==> src/rtl/shares2shbus_serializer_pkg.sv <==
// Shared beat arithmetic and FSM encoding for the shares-to-bus serializer.
package shares2shbus_serializer_pkg;

  typedef enum logic {
    IDLE = 1'b0,
    SEND = 1'b1
  } state_t;

  // Ceiling log2, never narrower than one bit so a single-beat counter still exists.
  function automatic int clog2_min1(input int n);
    int w;
    w = 1;
    for (int i = 1; i < 32; i++) begin
      if ((1 << i) < n) w = i + 1;
    end
    return w;
  endfunction

  function automatic int calc_beats(input int count, input int chunk);
    return count / chunk;
  endfunction

endpackage

==> src/rtl/shares2shbus_serializer_if.sv <==
// Packed-sharing input and chunked bus output handshakes of the serializer.
interface shares2shbus_serializer_if #(
  parameter int d     = 2,
  parameter int count = 128,
  parameter int chunk = 32
);
  logic                 in_valid;
  logic                 in_ready;
  logic [d*count-1:0]   in_shares;
  logic                 out_valid;
  logic                 out_ready;
  logic [d*chunk-1:0]   out_shbus;
  logic                 out_last;

  modport master (
    output in_valid, in_shares, out_ready,
    input  in_ready, out_valid, out_shbus, out_last
  );

  modport slave (
    input  in_valid, in_shares, out_ready,
    output in_ready, out_valid, out_shbus, out_last
  );
endinterface

==> src/rtl/shares2shbus_serializer_shares2shbus.sv <==
// Packed-to-bus rewiring: bit i of share j lands at position d*i+j. Wires only.
module shares2shbus #(
  parameter int d     = 2,
  parameter int count = 128
) (
  input  logic [d*count-1:0] shares,
  output logic [d*count-1:0] shbus
);
  for (genvar i = 0; i < count; i++) begin : g_bit
    for (genvar j = 0; j < d; j++) begin : g_share
      assign shbus[d*i+j] = shares[count*j+i];
    end
  end
endmodule

==> src/rtl/shares2shbus_serializer.sv <==
// Loads one packed sharing into per-share shift registers and streams it out
// chunk by chunk in bus representation.
//   state | meaning
//   IDLE  | share registers empty, waiting for a sharing
//   SEND  | presenting beat cnt_q on the output bus
module shares2shbus_serializer
  import shares2shbus_serializer_pkg::*;
#(
  parameter int d     = 2,
  parameter int count = 128,
  parameter int chunk = 32
) (
  input  logic                    clk,
  input  logic                    syn_rst,
  shares2shbus_serializer_if.slave bus
);
  localparam int BEATS = calc_beats(count, chunk);
  localparam int CW    = clog2_min1(BEATS);
  localparam logic [CW-1:0] LAST_CNT = CW'(BEATS - 1);

  if ((count % chunk) != 0) begin : g_bad_chunk
    $error("shares2shbus_serializer: count must be a multiple of chunk");
  end

  state_t           state_q, state_d;
  logic [CW-1:0]    cnt_q, cnt_d;
  logic             last_q, last_d;
  logic [count-1:0] share_q [d];
  logic [count-1:0] share_d [d];
  logic [d*chunk-1:0] low_slices;
  logic             load;
  logic             advance;

  always_ff @(posedge clk) begin
    if (syn_rst) begin
      state_q <= IDLE;
      cnt_q   <= '0;
      last_q  <= 1'b0;
      for (int j = 0; j < d; j++) share_q[j] <= '0;
    end else begin
      state_q <= state_d;
      cnt_q   <= cnt_d;
      last_q  <= last_d;
      for (int j = 0; j < d; j++) share_q[j] <= share_d[j];
    end
  end

  assign load    = bus.in_valid & bus.in_ready;
  assign advance = bus.out_valid & bus.out_ready;

  // A reload on the accepted last beat overrides the drain to IDLE.
  always_comb begin
    state_d = state_q;
    cnt_d   = cnt_q;
    for (int j = 0; j < d; j++) share_d[j] = share_q[j];
    if (advance) begin
      for (int j = 0; j < d; j++) share_d[j] = share_q[j] >> chunk;
      cnt_d = cnt_q + 1'b1;
      if (last_q) begin
        state_d = IDLE;
        cnt_d   = '0;
      end
    end
    if (load) begin
      for (int j = 0; j < d; j++) share_d[j] = bus.in_shares[count*j +: count];
      cnt_d   = '0;
      state_d = SEND;
    end
    last_d = (state_d == SEND) && (cnt_d == LAST_CNT);
  end

  always_comb begin
    bus.out_valid = (state_q == SEND);
    bus.out_last  = last_q;
    bus.in_ready  = (state_q == IDLE) || ((state_q == SEND) && last_q && bus.out_ready);
  end

  for (genvar j = 0; j < d; j++) begin : g_low
    assign low_slices[chunk*j +: chunk] = share_q[j][chunk-1:0];
  end

  shares2shbus #(
    .d     (d),
    .count (chunk)
  ) u_rewire (
    .shares (low_slices),
    .shbus  (bus.out_shbus)
  );

endmodule

==> src/flat_wrapper.sv <==
// flat-port wrapper written by rule: the top's interface ports become plain ports
module shares2shbus_serializer_flat import shares2shbus_serializer_pkg::*;
#(
  parameter int d     = 2,
  parameter int count = 128,
  parameter int chunk = 32
)
  (clk, syn_rst, bus_in_valid, bus_in_shares, bus_out_ready, bus_in_ready, bus_out_valid, bus_out_shbus, bus_out_last);
  shares2shbus_serializer_if #(.d(d), .count(count), .chunk(chunk)) bus_i ();
  input  logic clk;
  input  logic syn_rst;
  input wire logic [$bits(bus_i.in_valid)-1:0] bus_in_valid;
  input wire logic [$bits(bus_i.in_shares)-1:0] bus_in_shares;
  input wire logic [$bits(bus_i.out_ready)-1:0] bus_out_ready;
  output wire logic [$bits(bus_i.in_ready)-1:0] bus_in_ready;
  output wire logic [$bits(bus_i.out_valid)-1:0] bus_out_valid;
  output wire logic [$bits(bus_i.out_shbus)-1:0] bus_out_shbus;
  output wire logic [$bits(bus_i.out_last)-1:0] bus_out_last;
  assign bus_i.in_valid = bus_in_valid;
  assign bus_i.in_shares = bus_in_shares;
  assign bus_i.out_ready = bus_out_ready;
  assign bus_in_ready = bus_i.in_ready;
  assign bus_out_valid = bus_i.out_valid;
  assign bus_out_shbus = bus_i.out_shbus;
  assign bus_out_last = bus_i.out_last;
  shares2shbus_serializer #(.d(d), .count(count), .chunk(chunk)) u_core (.clk(clk), .syn_rst(syn_rst), .bus(bus_i));
endmodule
==> config.mk <==
export PLATFORM = sky130hd
export DESIGN_NAME = shares2shbus_serializer_flat
export DESIGN_NICKNAME = d
export VERILOG_FILES = /design/src/rtl/shares2shbus_serializer_pkg.sv /design/src/rtl/shares2shbus_serializer_if.sv /design/src/rtl/shares2shbus_serializer_shares2shbus.sv /design/src/rtl/shares2shbus_serializer.sv /design/src/flat_wrapper.sv
export SDC_FILE = /design/constraint.sdc
export NUM_CORES = 1
export LEC_CHECK = 0
export ABC_CLOCK_PERIOD_IN_PS = 2300
export CAP_MARGIN = 30
export CORE_ASPECT_RATIO = 1.5
export CORE_MARGIN = 3
export CORE_UTILIZATION = 45
export CTS_CLUSTER_SIZE = 8
export DETAILED_ROUTE_END_ITERATION = 10
export MAX_ROUTING_LAYER = met4
export PLACE_DENSITY = 0.77
export SETUP_SLACK_MARGIN = 0.4
export SLEW_MARGIN = 20
export SYNTH_ARGS = -nofsm -noshare
export SYNTH_HDL_FRONTEND = slang
export SYNTH_SLANG_ARGS = --single-unit
==> constraint.sdc <==
create_clock -name clk -period 2.3 [get_ports clk]
set_input_delay 0.46 -clock clk [delete_from_list [all_inputs] [get_ports clk]]
set_output_delay 0.46 -clock clk [all_outputs]
set_load 0.01 [all_outputs]
# --- Word level (Yosys, flattened, before mapping) ---
# Memories as Yosys holds them, arrays and structs flattened.
# Cells that the tools add are included.
op_classes:
  add_sub_neg: 1
  multipliers: 0
  div_mod_pow: 0
  magnitude_cmp: 0
  n_eq_ne: 1
  shifts: 0
  mux: 13
  n_bitwise: 5
  reduce_logical: 4
op_table:
  columns: ["cell", "count"]
  rows:
  - ["2-to-1 mux 256 bit", 2]
  - ["2-to-1 mux 128 bit", 2]
  - ["2-to-1 mux 32 bit", 3]
  - ["adder 32 x 1 -> 32 bit, second input constant", 1]
  - ["equality test 32 x 2 -> 1 bit, second input constant", 1]
  - ["2-to-1 mux 1 bit", 6]
  - ["logical AND 1 bit", 3]
  - ["bitwise AND 1 bit", 2]
  - ["OR 1 bit", 2]
  - ["logical OR 1 bit", 1]
  - ["NOT 1 bit", 1]
totals:
  reg_bits: 34
  latch_bits: 0
  ram_bits: 256
  romBits: 0
  input_bits: 260
  out_inout_bits: 67
  wordCells: 28
  memories: 1
mem_list:
  columns: ["memory", "depth", "word_bits", "rd", "rd_clocked_by_memory_dff", "write_ports", "line", "rtl"]
  rows:
  - ["u_core.share_q", 2, 128, 2, 0, 2, "shares2shbus_serializer.sv:28", "logic [count-1:0] share_q [d];"]

# --- Longest topological paths before layout ---
depth:
  word_depth: 7
  ltp_mapped: 8
  mapped_depth_nobuf: 8

# --- Hierarchy ---
# From an unflattened synthesis, not the netlist that was laid out.
hier_totals:
  cells_unflattened: 1661
  area_unflattened_um2: 12916.1
modules_own_cells:
  columns: ["module", "instances", "cells_per_inst", "area_each_um2", "seq_area_each_um2"]
  rows:
  - ["shares2shbus_serializer", 1, 1597, 12435.7, 5805.6]
  - ["shares2shbus", 1, 64, 480.5, 0.0]

# --- Least setup slack after synthesis ---
# No wires, ideal clock.
synth_path:
  kind: "input to register"
  startpoint: "input bus_out_ready"
  endpoint: "register u_core.last_q (netlist: u_core.bus.out_last)"
  setup_ns: 0.103
  t_arrival_ns: 2.404
  t_required_ns: 2.197
  slack_ns: -0.207
  path_stages: 8
  path_buffers: 1
  cell_sequence: "buf_4 > nand3_4 > or2_1 > o31ai_2 > o2111a_1 > nand4_1 > or4_1 > a2111oi_2"
synth_via:
  elab_chain_len: 6
  elab_cells_between_ends: 10
synth_lines:
  columns: ["element", "line", "rtl"]
  rows:
  - ["start, declared", "flat_wrapper.sv:14", "input wire logic [$bits(bus_i.out_ready)-1:0] bus_out_ready;"]
  - ["logical AND 1 bit", "shares2shbus_serializer.sv:75", "bus.in_ready = (state_q == IDLE) || ((state_q == SEND) && last_q && bus.out_ready);"]
  - ["logical OR 1 bit", "shares2shbus_serializer.sv:75", null]
  - ["bitwise AND 1 bit", "shares2shbus_serializer.sv:48", "assign load = bus.in_valid & bus.in_ready;"]
  - ["2-to-1 mux 32 bit", "shares2shbus_serializer.sv:64", "if (load) begin"]
  - ["equality test 32 x 2 -> 1 bit", "shares2shbus_serializer.sv:69", "last_d = (state_d == SEND) && (cnt_d == LAST_CNT);"]
  - ["logical AND 1 bit (*)", "shares2shbus_serializer.sv:69", null]
  - ["end signal, assigned", "shares2shbus_serializer.sv:43", "last_q <= last_d;"]
  - ["end, declared", "shares2shbus_serializer.sv:27", "logic last_q, last_d;"]
# Mark *: on every way between the ends. The rest lies on a longest branch, timed or not.
# A chain may end at the register's enable or synchronous reset.

# --- Worst setup path after layout ---
layout_path:
  startpoint: "register u_core.cnt_q[1]"
  endpoint: "register u_core.last_q (netlist: u_core.bus.out_last)"
layout_via:
  elab_chain_len: 6
layout_lines:
  columns: ["element", "line", "rtl"]
  rows:
  - ["start, declared", "shares2shbus_serializer.sv:26", "logic [CW-1:0] cnt_q, cnt_d;"]
  - ["start signal, assigned", "shares2shbus_serializer.sv:42", "cnt_q <= cnt_d;"]
  - ["adder 32 x 1 -> 32 bit", "shares2shbus_serializer.sv:58", "cnt_d = cnt_q + 1'b1;"]
  - ["2-to-1 mux 32 bit", "shares2shbus_serializer.sv:59", "if (last_q) begin"]
  - ["2-to-1 mux 32 bit (*)", "shares2shbus_serializer.sv:56", "if (advance) begin"]
  - ["2-to-1 mux 32 bit (*)", "shares2shbus_serializer.sv:64", null]
  - ["equality test 32 x 2 -> 1 bit (*)", "shares2shbus_serializer.sv:69", null]
  - ["logical AND 1 bit (*)", "shares2shbus_serializer.sv:69", null]
# Marks and branches as above.

==> impl_metrics.tcl <==
set metrics [dict create \
    dp_hpwl_um 27900 \
    critPathLaunchType "register" \
    ys_seq_area_share_pct 45.49 \
    violations "negative setup slack" \
    pre_cts_ws_ns -0.6399 \
    start_util_pct 46.25 \
    die_h_um 212.2 \
    area_growth_pct 42.12 \
    finalNetCount 2194 \
    num_io_pins 327 \
    drt_first_pass_iters 5 \
    min_period_over_period_pct 100.7 \
    cp_top_family "simple AND/OR/NAND/NOR gates" \
    powerDensity_mw_per_mm2 701.5 \
    fin_total_pwr_mw 12.72 \
    worstMarginPinSlew_ns 0.7599 \
    netlist-cell-type-count 50 \
    p_sw_share_pct 24.66 \
    ys_ff_latch 290 \
    slew_headroom_pct 49.34 \
    rows 74 \
    finalSetupTns_ns -0.01586 \
    net-switching-power_mw 3.138 \
    cts_hold_buffers 0 \
    clock_skew_ns 0.01606 \
    p_leak_nw 6.856 \
    grt_use_total_pct 26.29 \
    worst_slack_ns -0.01586 \
    grt_max_degree 177 \
    ys_warn_count 0 \
    crit_chain "ha_4 > nand2_4 > or2_4 > nor4_4 > xnor2_1 > nand3_1 > or4_4 > a2111oi_4" \
    async_flop_share_pct 0 \
    critical_path.max_stage_delay_ns 0.54 \
    wl_per_cell_um 18.04 \
    die_area_mm2 0.03046 \
    overflow 0 \
    criticalPathCategory "reg -> reg" \
    cp_slowest_cell "or4_4" \
    p_seq_share_pct 43.7 \
    clk_pin_slew_ns 0.05 \
    portBuffers 326 \
    vias 12770 \
    postRouteAntennaNets 0 \
    die_w_um 143.5 \
    layout-drive-gt1-share_pct 11.63 \
    dp_cells 2214 \
    fmaxAchievable_mhz 431.8 \
    hold_viol_final 0 \
    nFillCells 2314 \
    p_comb_share_pct 14.1 \
    rsz0062_at_grt "true" \
    min_period_ns 2.316 \
    synthTopCellsByArea "dfxtp_1 45%, nand2_1 14%, a311oi_1 13%" \
    netlist_area_mm2 0.01276 \
    yosys.area.top_type_share_pct 45.49 \
    cts_tree "yes" \
    worstSkewPairLatency_ns 0.52 \
    dpl_cell_area_mm2 0.01664 \
    gp_congestion 0.8821 \
    stdcell_area_mm2 0.01814 \
    antenna_found_initial 12 \
    drv_slew 0 \
    setup_violations 1 \
    grt_pass1_vias 12480 \
    clockPowerShare_pct 42.2 \
    final_core_util_pct 65.73 \
    grt_pass1_wl_um 63400 \
    outcome "finished, violations left" \
    wl_um 41280 \
    cap_viol_max_count 0 \
    syn_avg_cell_area_um2 7.753 \
    synth_enable_flop_cells 0 \
    first_iter_violations 988 \
    cp.required_ns 2.72 \
    cts_buffer_depth 3 \
    yosysMostFrequentCell "nand2_1" \
    cts_buffers 42 \
    p_int_mw 9.585 \
    cp_max_fo 4 \
    synth_top_area_cell "dfxtp_1" \
    cts.sinks 290 \
    synth_flop_cell "dfxtp_1" \
    yosys-top-cells-count "462 x nand2_1, 290 x dfxtp_1, 228 x nor2_1" \
    cts_root_buf "clkbuf_16" \
    path_buf_inv 0 \
    whs_ns 0.4614 \
    drc 0 \
    syn-instance-count 1646 \
    synthesis.nets 1907 \
    viasPerCell 5.578 \
    core_area_mm2 0.02759 \
    peakVddDrop_mv 0.5263 \
    hp-class "in -> reg" \
    worstSetupEndpointType "register" \
    htree_num_levels 2 \
    final_cells 2289 \
    crit_arrival_ns 2.74 \
]
## power groups by stage
stage | clock, mW | combinational, mW | sequential, mW
2_1_floorplan | 0 | 0.943 | 5.60
3_3_place_gp | 0 | 1.76 | 5.64
3_5_place_dp | 0 | 1.78 | 5.66
4_1_cts | 5.47 | 1.79 | 5.56
5_1_grt | 5.66 | 1.95 | 5.59
6_report | 5.37 | 1.79 | 5.56
## logic make-up (layout without fill, tap and decap cells)
kind of cell | after synthesis | count (layout) | share of synthesized area, %
and+or+nand+nor | 821 | 821 | 26.34
DFF | 290 | 290 | 45.49
AOI/OAI and AO/OA | 284 | 284 | 17.34
buffers and inverters | 216 | 504 | 8.354
xor gates and xnor gates | 31 | 31 | 2.128
muxes | 3 | 3 | 0.2451
adders and majority gates | 1 | 1 | 0.09803
other | 0 | 13 | 0
## registers in the layout, summed over array words and instances (netlist names)
signal,cells
u_core.bus.out_last,1
u_core.share_q,256
u_core.bus.out_valid,1
u_core.cnt_q,32
## cells in the final DEF, fill, tap and decap left out, types with 3 or more instances in the layout
cell	netlist	final
nand2_1	462	457
clkdlybuf4s50_1	0	296
dfxtp_1	290	282
nor2_1	228	227
a311oi_1	194	193
buf_4	67	91
nand3_1	78	75
a21oi_1	71	70
clkbuf_16	0	44
buf_12	0	24
xnor2_1	20	18
dlymetal6s2s_1	0	16
diode_2	0	13
dlygate4sd2_1	0	13
xor2_1	11	10
inv_1	8	8
nand4_1	8	8
buf_6	0	8
nor3_2	1	7
dfxtp_2	0	6
and3_1	8	5
o21ai_0	4	3
nand3_4	1	3
nand2_4	0	3
nor3_1	9	3
and4_4	2	3
## final cells by class
cell class,instances,area (um^2),area share (%)
clock buffer,43,1076,5.933
timing repair buffer,451,4597,25.35
clock inverter,2,17.52,0.09659
tap,342,427.9,2.359
multi-input combinational,1140,6135,33.83
inverter,8,30.03,0.1656
antenna,13,32.53,0.1794
sequential,290,5821,32.09
## final timing paths
path | from | endpoint | slack (ns) | cells after the start
max reg2reg | u_core.cnt_q[1] | u_core.bus.out_last | -0.02 | 8
max | u_core.cnt_q[1] | u_core.bus.out_last | -0.02 | 8
min reg2reg | u_core.share_q[0][112] | u_core.share_q[0][112] | 0.47 | 2
min | syn_rst | u_core.cnt_q[17] | 0.46 | 3
## routing by layer
metal / up-vias / GRT usage (%) / wire [um]
li1: 6188 / - / -
met1: 6034 / 28.44 / 14970
met2: 449 / 45.47 / 21920
met3: 96 / 5.086 / 2600
met4: 0 / 13.35 / 1786
met5: - / - / 0
## worst register-to-register path, stage by stage, from the launching register on
cell and delay (ns):
dfxtp_4 0.37, ha_4 0.16, nand2_4 0.06, or2_4 0.25, nor4_4 0.27, xnor2_1 0.17, nand3_1 0.11, or4_4 0.54
a2111oi_4 0.29
## timing repair
action / 4_1_cts / 5_1_grt
buffers inserted: 9 / 7
setup endpoints to repair: 110 / 124
gates cloned: 0 / 1
resized for setup: 30 / 44
pin swaps: 13 / 13
(Power assumes the default switching activity.)
